--- src/rtl/ogr_mark_counter_assembly.sv ---
// Backtracking search for optimal Golomb rulers: one candidate per clock, keeps the shortest rulers seen.
// Define WITH_RESULTS_ARRAY_EN to add result-slot storage and the `results` port.
module ogr_mark_counter_assembly #(
  parameter int NUM_POSITIONS = 5,
  parameter int POS_WIDTH     = 8,
  parameter int FIRST_FREE    = 2,
  parameter int NUM_RESULTS   = 5
) (
  input  logic                                                FXCLK,
  input  logic                                                RESET_IN,
  input  logic [(NUM_POSITIONS+1)*POS_WIDTH-1:0]              firstvalues,
  output logic [(NUM_POSITIONS+1)*POS_WIDTH-1:0]              marks,
`ifdef WITH_RESULTS_ARRAY_EN
  output logic [NUM_RESULTS*(NUM_POSITIONS+1)*POS_WIDTH-1:0]  results,
`endif
  output logic [5:0]                                          numResultsObserved,
  output logic                                                done
);
  localparam int N  = NUM_POSITIONS;
  localparam int W  = POS_WIDTH;
  localparam int RW = (N + 1) * W;
  localparam int EW = W + 4;

  typedef enum logic [1:0] {
    ST_LOAD   = 2'd0,
    ST_SEARCH = 2'd1,
    ST_DONE   = 2'd2
  } state_t;

  state_t       state_q, state_d;
  logic [W-1:0] m_q [0:N];
  logic [W-1:0] m_d [0:N];
  logic [W-1:0] best_q, best_d;
  logic [5:0]   cnt_q, cnt_d;
  logic         done_q, done_d;

  logic [N:0]   inc_s, dup_s, invalid_s, fit_s;
  logic         golomb_s, adv_ok_s;
  int           p_s, q_s;
  logic [W-1:0] base_s;

  function automatic logic [W-1:0] diff_f(input logic [W-1:0] hi, input logic [W-1:0] lo);
    return hi - lo;
  endfunction

  // Prefix validity: a prefix goes bad at the first index that breaks ordering or repeats a difference.
  always_comb begin
    inc_s    = '0;
    dup_s    = '0;
    inc_s[0] = 1'b1;
    for (int b = 1; b <= N; b++) begin
      inc_s[b] = inc_s[b-1] & (m_q[b] > m_q[b-1]);
      dup_s[b] = dup_s[b-1];
      for (int a = 0; a < b; a++)
        for (int d = 1; d <= b; d++)
          for (int c = 0; c < d; c++)
            dup_s[b] = dup_s[b] | (((d < b) || (c < a)) &&
                                   (diff_f(m_q[b], m_q[a]) == diff_f(m_q[d], m_q[c])));
    end
    invalid_s = ~inc_s | dup_s;
    golomb_s  = ~invalid_s[N];
    p_s       = N;
    for (int k = N; k >= 0; k--)
      p_s = invalid_s[k] ? ((k < FIRST_FREE) ? FIRST_FREE : k) : p_s;
  end

  // Advance point: deepest index <= p whose minimal tail still fits under the pre-update best.
  always_comb begin
    fit_s    = '0;
    q_s      = 0;
    adv_ok_s = 1'b0;
    base_s   = '0;
    for (int q = FIRST_FREE; q <= N; q++)
      fit_s[q] = (q <= p_s) && (({4'b0000, m_q[q]} + EW'(N - q + 1)) <= {4'b0000, best_q});
    for (int q = FIRST_FREE; q <= N; q++) begin
      q_s      = fit_s[q] ? q : q_s;
      adv_ok_s = adv_ok_s | fit_s[q];
    end
    for (int q = 0; q <= N; q++)
      base_s = (q == q_s) ? (m_q[q] + W'(1)) : base_s;
  end

  // Next-state: load preset, evaluate/advance one candidate per cycle, then freeze.
  always_comb begin
    state_d = state_q;
    best_d  = best_q;
    cnt_d   = cnt_q;
    done_d  = done_q;
    for (int i = 0; i <= N; i++) m_d[i] = m_q[i];
    case (state_q)
      ST_LOAD: begin
        for (int i = 0; i <= N; i++) m_d[i] = firstvalues[(N-i)*W +: W];
        best_d  = '1;
        state_d = ST_SEARCH;
      end
      ST_SEARCH: begin
        if (golomb_s && (m_q[N] < best_q)) begin
          best_d = m_q[N];
          cnt_d  = 6'd1;
        end else if (golomb_s && (m_q[N] == best_q)) begin
          cnt_d = (cnt_q == 6'd63) ? cnt_q : cnt_q + 6'd1;
        end else begin
          cnt_d = cnt_q;
        end
        if (adv_ok_s) begin
          for (int j = 0; j <= N; j++)
            m_d[j] = (j > q_s) ? (base_s + W'(j - q_s)) : ((j == q_s) ? base_s : m_q[j]);
        end else begin
          state_d = ST_DONE;
          done_d  = 1'b1;
        end
      end
      ST_DONE: begin
        state_d = ST_DONE;
        done_d  = 1'b1;
      end
      default: begin
        state_d = ST_LOAD;
        done_d  = 1'b0;
      end
    endcase
  end

  // Search state registers.
  always_ff @(posedge FXCLK or negedge RESET_IN) begin
    if (!RESET_IN) begin
      state_q <= ST_LOAD;
      best_q  <= '1;
      cnt_q   <= 6'd0;
      done_q  <= 1'b0;
      for (int i = 0; i <= N; i++) m_q[i] <= '0;
    end else begin
      state_q <= state_d;
      best_q  <= best_d;
      cnt_q   <= cnt_d;
      done_q  <= done_d;
      for (int i = 0; i <= N; i++) m_q[i] <= m_d[i];
    end
  end

  for (genvar g = 0; g <= N; g++) begin : g_marks
    assign marks[(N-g)*W +: W] = m_q[g];
  end
  assign numResultsObserved = cnt_q;
  assign done               = done_q;

`ifdef WITH_RESULTS_ARRAY_EN
  localparam logic [5:0] NRES6 = 6'(NUM_RESULTS);
  logic [RW-1:0] res_q [1:NUM_RESULTS];
  logic          rec_s;
  logic [5:0]    rec_slot_s;

  // Record slot for the ruler seen this cycle, if any.
  always_comb begin
    rec_s      = 1'b0;
    rec_slot_s = 6'd0;
    if ((state_q == ST_SEARCH) && golomb_s && (m_q[N] < best_q)) begin
      rec_s      = 1'b1;
      rec_slot_s = 6'd1;
    end else if ((state_q == ST_SEARCH) && golomb_s && (m_q[N] == best_q) && (cnt_d <= NRES6)) begin
      rec_s      = 1'b1;
      rec_slot_s = cnt_d;
    end else begin
      rec_s      = 1'b0;
    end
  end

  // Result slots hold the candidate as it was when recorded.
  always_ff @(posedge FXCLK or negedge RESET_IN) begin
    if (!RESET_IN) begin
      for (int s = 1; s <= NUM_RESULTS; s++) res_q[s] <= '0;
    end else begin
      for (int s = 1; s <= NUM_RESULTS; s++)
        if (rec_s && (rec_slot_s == 6'(s))) res_q[s] <= marks;
    end
  end

  for (genvar s = 1; s <= NUM_RESULTS; s++) begin : g_results
    assign results[(NUM_RESULTS-s)*RW +: RW] = res_q[s];
  end
`endif
endmodule

--- config.mk ---
export PLATFORM = sky130hd
export DESIGN_NAME = ogr_mark_counter_assembly
export DESIGN_NICKNAME = d
export VERILOG_FILES = /design/src/rtl/ogr_mark_counter_assembly.sv
export SDC_FILE = /design/constraint.sdc
export NUM_CORES = 1
export LEC_CHECK = 0
export CAP_MARGIN = 20
export CORE_ASPECT_RATIO = 1.4
export CORE_MARGIN = 2
export CORE_UTILIZATION = 53
export CTS_BUF_LIST = sky130_fd_sc_hd__clkbuf_4
export DETAILED_ROUTE_END_ITERATION = 8
export GPL_TIMING_DRIVEN = 0
export PLACE_DENSITY = 0.78
export SLEW_MARGIN = 10
export SYNTH_ARGS = -nofsm -noshare
export SYNTH_HDL_FRONTEND = slang
export SYNTH_SLANG_ARGS = --single-unit
export TNS_END_PERCENT = 20
--- constraint.sdc ---
create_clock -name FXCLK -period 9.5 [get_ports FXCLK]
set_input_delay 1.9 -clock FXCLK [delete_from_list [all_inputs] [get_ports FXCLK]]
set_output_delay 1.9 -clock FXCLK [all_outputs]
set_load 0.01 [all_outputs]
Word level (Yosys, flattened, before mapping)
Index checks and enable logic that the tools add are counted.

storage, ports and cells
  register bits after elaboration = 65
  bits of input ports = 50
  logic and storage cells = 364

operators by class
  $add $sub $neg = 38
  magnitude comparators = 20
  equal/unequal tests = 124
  mux-type cells = 38
  bitwise operators = 115
  reduce and logical (&&, ||, !) cells = 19

operator list
  kind                                                            number
  equality test 8 bit                                             106
  two-way mux 32 bit                                              7
  two-way mux 8 bit                                               19
  subtractor 8 bit                                                15
  OR 1 bit                                                        107
  one-hot mux 48 bit (2 select lines)                             1
  equality test 3 x 32 -> 1 bit (first input constant)            2
  equality test 4 x 32 -> 1 bit (first input constant)            2
  greater-than comparator 3 x 32 -> 1 bit (first input constant)  2
  greater-than comparator 4 x 32 -> 1 bit (first input constant)  2
  <= comparator 3 x 32 -> 1 bit (first input constant)            2
  <= comparator 4 x 32 -> 1 bit (first input constant)            2
  adder 8 x 1 -> 8 bit (second input constant)                    6
  adder 8 bit                                                     6
  <= comparator 12 x 8 -> 1 bit                                   4
  two-way mux 48 bit                                              1
  greater-than comparator 8 bit                                   5
  equality test 2 x 32 -> 1 bit (first input constant)            1
  greater-than comparator 1 x 32 -> 1 bit (first input constant)  1
  greater-than comparator 2 x 32 -> 1 bit (first input constant)  1
  logical NOT 32 bit                                              1
  AND reduction 3 bit                                             7
  adder 8 x 2 -> 9 bit (second input constant)                    2
  two-way mux 6 bit                                               3
  other kinds (26)                                                49

Depth between registers and ports, before layout
  word-level depth = 129
  depth in mapped cells = 33
  depth with buffers taken out = 30

Worst setup path before layout
Ideal clock, no wire load.

  kind = register -> register
  from = register m_q, in the netlist marks[16]
  to = register m_q, in the netlist marks[14]
  library setup time = 83 ps
  arrival time = 6836 ps
  data required time = 9417 ps
  path slack = 2582 ps
  cell stages (with the launch flop) = 32
  buffers on the path = 2
  period minus slack after synthesis = 6918 ps
  cells stage by stage = dfrtp_1 clkbuf_1 inv_1 ha_1 inv_1 fa_1 a211oi_1 o21bai_1 a21oi_1 xor2_1 xnor2_1 nor4b_1 a2111oi_0 nand4_1 or4_1 nor2_1 buf_2 mux2_2 mux2i_1 inv_1 ha_1 inv_1 fa_1 a21o_1 a21oi_1 o21ai_0 xor2_1 mux2i_1 mux2i_1 nand2_1 o21ai_0 o21ai_0

between the ends
  longest elaborated chain between the ends = 67
  elaborated cells on any way between the ends = 127
  classes of those cells = 8 x add/sub; 8 x order compare; 37 x eq/ne; 19 x mux; 49 x bitwise; 6 x reduce/logical

ends and longest elaborated chain
  what                                                     line  source
  from (decl)                                              31    logic [W-1:0] m_q [0:N];
  subtractor 8 bit                                         43    return hi - lo;
  equality test 8 bit                                      58    (diff_f(m_q[b], m_q[a]) == diff_f(m_q[d], m_q[c])));
  OR 1 bit (42 in series)                                  57    dup_s[b] = dup_s[b] | (((d < b) || (c < a)) &&
  OR 6 bit                                                 60    invalid_s = ~inc_s | dup_s;
  two-way mux 1 bit                                        64    p_s = invalid_s[k] ? ((k < FIRST_FREE) ? FIRST_FREE : k) : p_s;
  two-way mux 32 bit (4 in series)                         64
  <= comparator 3 x 32 -> 1 bit                            74    fit_s[q] = (q <= p_s) && (({4'b0000, m_q[q]} + EW'(N - q + 1)) <= {4'b0000, best_q});
  logical AND 1 bit                                        74
  two-way mux 2 bit                                        76    q_s = fit_s[q] ? q : q_s;
  two-way mux 32 bit (3 in series)                         76
  logical NOT 32 bit                                       80    base_s = (q == q_s) ? (m_q[q] + W'(1)) : base_s;
  two-way mux 8 bit (6 in series)                          80
  adder 8 bit / two-way mux 8 bit (equally long branches)  107   m_d[j] = (j > q_s) ? (base_s + W'(j - q_s)) : ((j == q_s) ? base_s : m_q[j]);
  two-way mux 8 bit                                        107
  two-way mux 48 bit                                       105   if (adv_ok_s) begin
  one-hot mux 48 bit (2 select lines)                      90    case (state_q)

Several ways; a longest one is shown, not always the timed one. The select of a mux whose other input is x is not followed.
A chain may end at the register's enable or synchronous reset.

Worst setup path after layout
  from = register m_q, in the netlist marks[41]
  to = register m_q, in the netlist marks[15]

between the ends
  longest elaborated chain between the ends = 69
  elaborated cells on any way between the ends = 127
  classes of those cells = 7 x add/sub; 6 x order compare; 37 x eq/ne; 19 x mux; 52 x bitwise; 6 x reduce/logical

ends and longest elaborated chain
  what                                                     line
  subtractor 8 bit                                         43
  equality test 8 bit                                      58
  OR 1 bit (44 in series)                                  57
  OR 6 bit                                                 60
  two-way mux 1 bit                                        64
  two-way mux 32 bit (4 in series)                         64
  <= comparator 3 x 32 -> 1 bit                            74
  logical AND 1 bit                                        74
  two-way mux 2 bit                                        76
  two-way mux 32 bit (3 in series)                         76
  logical NOT 32 bit                                       80
  two-way mux 8 bit (6 in series)                          80
  adder 8 bit / two-way mux 8 bit (equally long branches)  107
  two-way mux 8 bit                                        107
  two-way mux 48 bit                                       105
  one-hot mux 48 bit (2 select lines)                      90

Several ways; a longest one is shown, not always the timed one. The select of a mux whose other input is x is not followed.

==> results by group <==
Clocking
  – CTS H-tree lvls: 3
  – CTS tree: built
  – Worst-path clk slew: 0.11 ns
  – Sink Count: 65
  – CTS buffer count: 9
  – Clock Path Buffers: 2
  – Hold_buf cts: 0
  – Clk_lat worst skew: 0.48 ns
  – Root Buffer: clkbuf_4

Detailed routing
  – Remaining DRCs: 0
  – DRT iter0 DRCs: 3164
  – Vias: 24800
  – DR vias/cell: 6.98
  – Detailed-route wire length per cell: 31.1 µm
  – First-pass DRT Iterations: 9
  – ANT nets after route: 0
  – WL final: 110000 µm

Finish
  – Area of the multi-input gates: 19000 µm²
  – Layout cells sized above 1: 5.27%
  – Nets: approximately 3300
  – Non-Filler Instances: 3551
  – P&R area growth vs syn: 10.5%
  – Register Area: 1640 µm²
  – Design area: 24000 µm²
  – Post-Route Utilization: 59.5%
  – Number of fill cells in the layout: between 3000 and 4000

Die
  – CORE AREA: around 40000 µm²
  – Die ar.: 42700 µm²
  – Ports: between 100 and 150
  – Std-Cell Rows: between 80 and 90
  – Die width: 175 µm
  – Die H: 244 µm
  – Initial Util: 53.9%

Hold path
  – Hold Crit Endpoint: state_q[1]$_DFFE_PN0P_
  – Worst hold path class: flip-flop to flip-flop
  – Hold Path Depth: 1
  – Launch point of the worst hold path: state_q[1]$_DFFE_PN0P_

Critical path
  – Crit Path Category: flip-flop to flip-flop
  – R2R setup slack: 0.17 ns
  – Slowest CP cell: o211ai_1
  – Buf+Inv Stages, Crit Path: 7
  – Slowest stage delay, CP: 0.94 ns
  – Top delay family on crit path: compound AO/OA/AOI/OAI gates
  – FF-to-FF path depth: 29
  – Worst-path maximum fanout: 10
  – R2r endpoint: marks[15]$_DFFE_PN0P_
  – Required time of the critical path: ~10 ns
  – Worst Setup End Kind: flip-flop
  – CP arrival: 9.69 ns
  – CP Launch Type: flip-flop
  – CP dominant cell by count: nor2_1
  – R2r startpoint: marks[41]$_DFFE_PN0P_

Global route
  – Global-route usage over all layers: 50.3%
  – Vias in the first global route: 23800
  – Global-route wire length before repair: 158000 µm
  – Largest net degree at the start of global routing: 49
  – Initial antenna violation count: 4
  – GR Overflow Total: 0

Logic synthesis
  – Gate Count Post-Synth: 2866
  – Synth Warn #: 0
  – Post-synthesis sequential area ratio: 7.52%
  – Yosys cell types: 92
  – Synth Cell Area: around 22000 µm²
  – FF+latch count, synth: 65
  – Synth Flop Type: dfrtp_1
  – Syn_nets: roughly 3100
  – EDFF count, synth: 0
  – Syn Area/Cell: around 7.6 µm²
  – Post-synth ARST share: between 90% and 100%

Timing
  – Hold Fails Final Rpt: 0
  – Max Fclk: 107 MHz
  – Final setup violation count: 0
  – RSZ-0062 raised after global routing: false
  – Minimum clock period: 9.33 ns
  – Actual slew at the worst max-slew pin: 1.32 ns
  – PnR worst setup slack: between 0.15 and 0.2 ns
  – Fin. max-slew vios: 0
  – Fin Clk Skew: 0.0297 ns
  – Max_slew headroom: 12.0%
  – Final period utilization: 98.2%

Placement
  – GP Congestion: 1.08
  – Final HPWL DP: 85400 µm
  – Placed standard-cell area: about 24000 µm²
  – DP Worst Slack: -0.222 ns
  – PortBufs: ~100
  – Placed instance count: 3513

Run status
  – Status: completed

Flow run
  – Max-cap violation count: 0
[cell families (layout without fill, tap and decap cells)]
| logic type | after synthesis | after routing | synth area share, % |
|---|---|---|---|
| multiplexers | 38 | 38 | 1.83 |
| XOR/XNOR | 838 | 838 | 34.2 |
| buffers and inverters | 324 | 473 | 5.99 |
| AND/OR/NAND/NOR | 801 | 801 | 19.7 |
| AO/OA/AOI/OAI | 593 | 593 | 18.1 |
| other | 0 | 2 | 0 |
| adder cells (fa/ha/maj) | 207 | 207 | 12.6 |
| flip-flops | 65 | 65 | 7.52 |
[worst max path at each step]
stage / startpoint / to / slack (ns) / cells after the start
after detailed placement: marks[16]$_DFFE_PN0P_ / marks[14]$_DFFE_PN0P_ / -0.22 / 31
after floorplan: marks[16]$_DFFE_PN0P_ / marks[14]$_DFFE_PN0P_ / 2.58 / 31
after global routing: marks[16]$_DFFE_PN0P_ / marks[15]$_DFFE_PN0P_ / 0.05 / 31
after global placement: marks[16]$_DFFE_PN0P_ / marks[14]$_DFFE_PN0P_ / -0.40 / 31
final: marks[41]$_DFFE_PN0P_ / marks[15]$_DFFE_PN0P_ / 0.17 / 29
after CTS: marks[16]$_DFFE_PN0P_ / marks[14]$_DFFE_PN0P_ / 0.22 / 32
[per-stage QoR]
step | TNS (ns) | hold WS [ns]
after floorplan | 0 | 0.481
after global placement | -1.63 | 0.493
after detailed placement | -0.548 | 0.497
after CTS | 0 | 0.523
after global routing | 0 | 0.545
final | 0 | 0.526
[metal layers]
metal / part of all wire (%) / global-route usage, %
met2: 43 / 77.4
met1: 33 / 54.7
met3: 11 / 12.8
met4: 13 / 51.0
met5: 0.021 / 0
[Yosys cell counts, drive strengths merged (9+ instances only)]
library cell / number / area share (%)
a211oi: 23 / 0.79
nand2b: 22 / 0.63
nor4: 53 / 1.6
nor3b: 10 / 0.35
and3: 24 / 0.69
or3: 13 / 0.37
a21oi: 120 / 2.8
or4: 18 / 0.64
nor3: 134 / 3.1
buf: 66 / 1.5
o32ai: 9 / 0.36
nand3: 122 / 2.8
ha: 186 / 11
clkbuf: 124 / 2.1
o22ai: 25 / 0.72
o31ai: 10 / 0.37
inv: 133 / 2.3
o211ai: 30 / 1.1
fa: 21 / 1.9
o2111ai: 24 / 0.97
a31oi: 17 / 0.49
o221ai: 9 / 0.36
xnor2: 518 / 21
a21o: 32 / 1.1
o21ai: 155 / 3.6
mux2i: 27 / 1.2
nor2b: 31 / 0.89
nand4: 91 / 2.6
dfrtp: 57 / 6.6
xor2: 316 / 13
nand3b: 17 / 0.59
mux2: 11 / 0.59
nand2: 109 / 1.9
nor2: 116 / 2.0
a2111oi: 13 / 0.61
a221oi: 14 / 0.56
o21a: 39 / 1.3
[layout by cell type, fill, tap and decap left out, types with 15 or more instances in the layout]
master	instances
xnor2_1	507
o21ai_0	151
clkdlybuf4s50_1	103
or4_1	16
nor4_1	52
fa_1	21
nand3_1	122
buf_2	46
nand4_1	91
and3_1	24
mux2i_1	26
a21o_1	32
o21a_1	39
nor2_1	115
a211oi_1	23
clkbuf_1	122
nor2b_1	31
o2111ai_1	24
xor2_1	309
buf_4	15
a31oi_1	17
nand3b_1	17
ha_1	186
dfrtp_1	57
o22ai_1	25
o211ai_1	29
nand2_1	108
a21oi_1	118
nand2b_1	22
nor3_1	132
buf_1	17
inv_1	133
[cell type report]
cell class,instances,area share [%]
sequential,65,6.81
tap,534,2.78
multi-input combinational,2477,78.9
timing repair buffer,133,5.51
clock inverter,5,0.198
inverter,134,2.09
clock buffer,11,0.344
antenna,2,0.0208
buffer,190,3.35
[sequential cells by signal, summed over array words and instances (netlist names)]
| signal | cells |
|---|---|
| best_q | 8 |
| done | 1 |
| marks | 48 |
| numResultsObserved | 6 |
| state_q | 2 |
[what timing repair did]
action,4_1_cts,5_1_grt
pin swaps,1,2
cloned,0,0
endpoints found under the setup margin,5,10
resized for setup,4,5
setup buffers,2,5
Power is not shown: default switching activity piles up to over one toggle a cycle in this logic, so the estimate is an artifact.
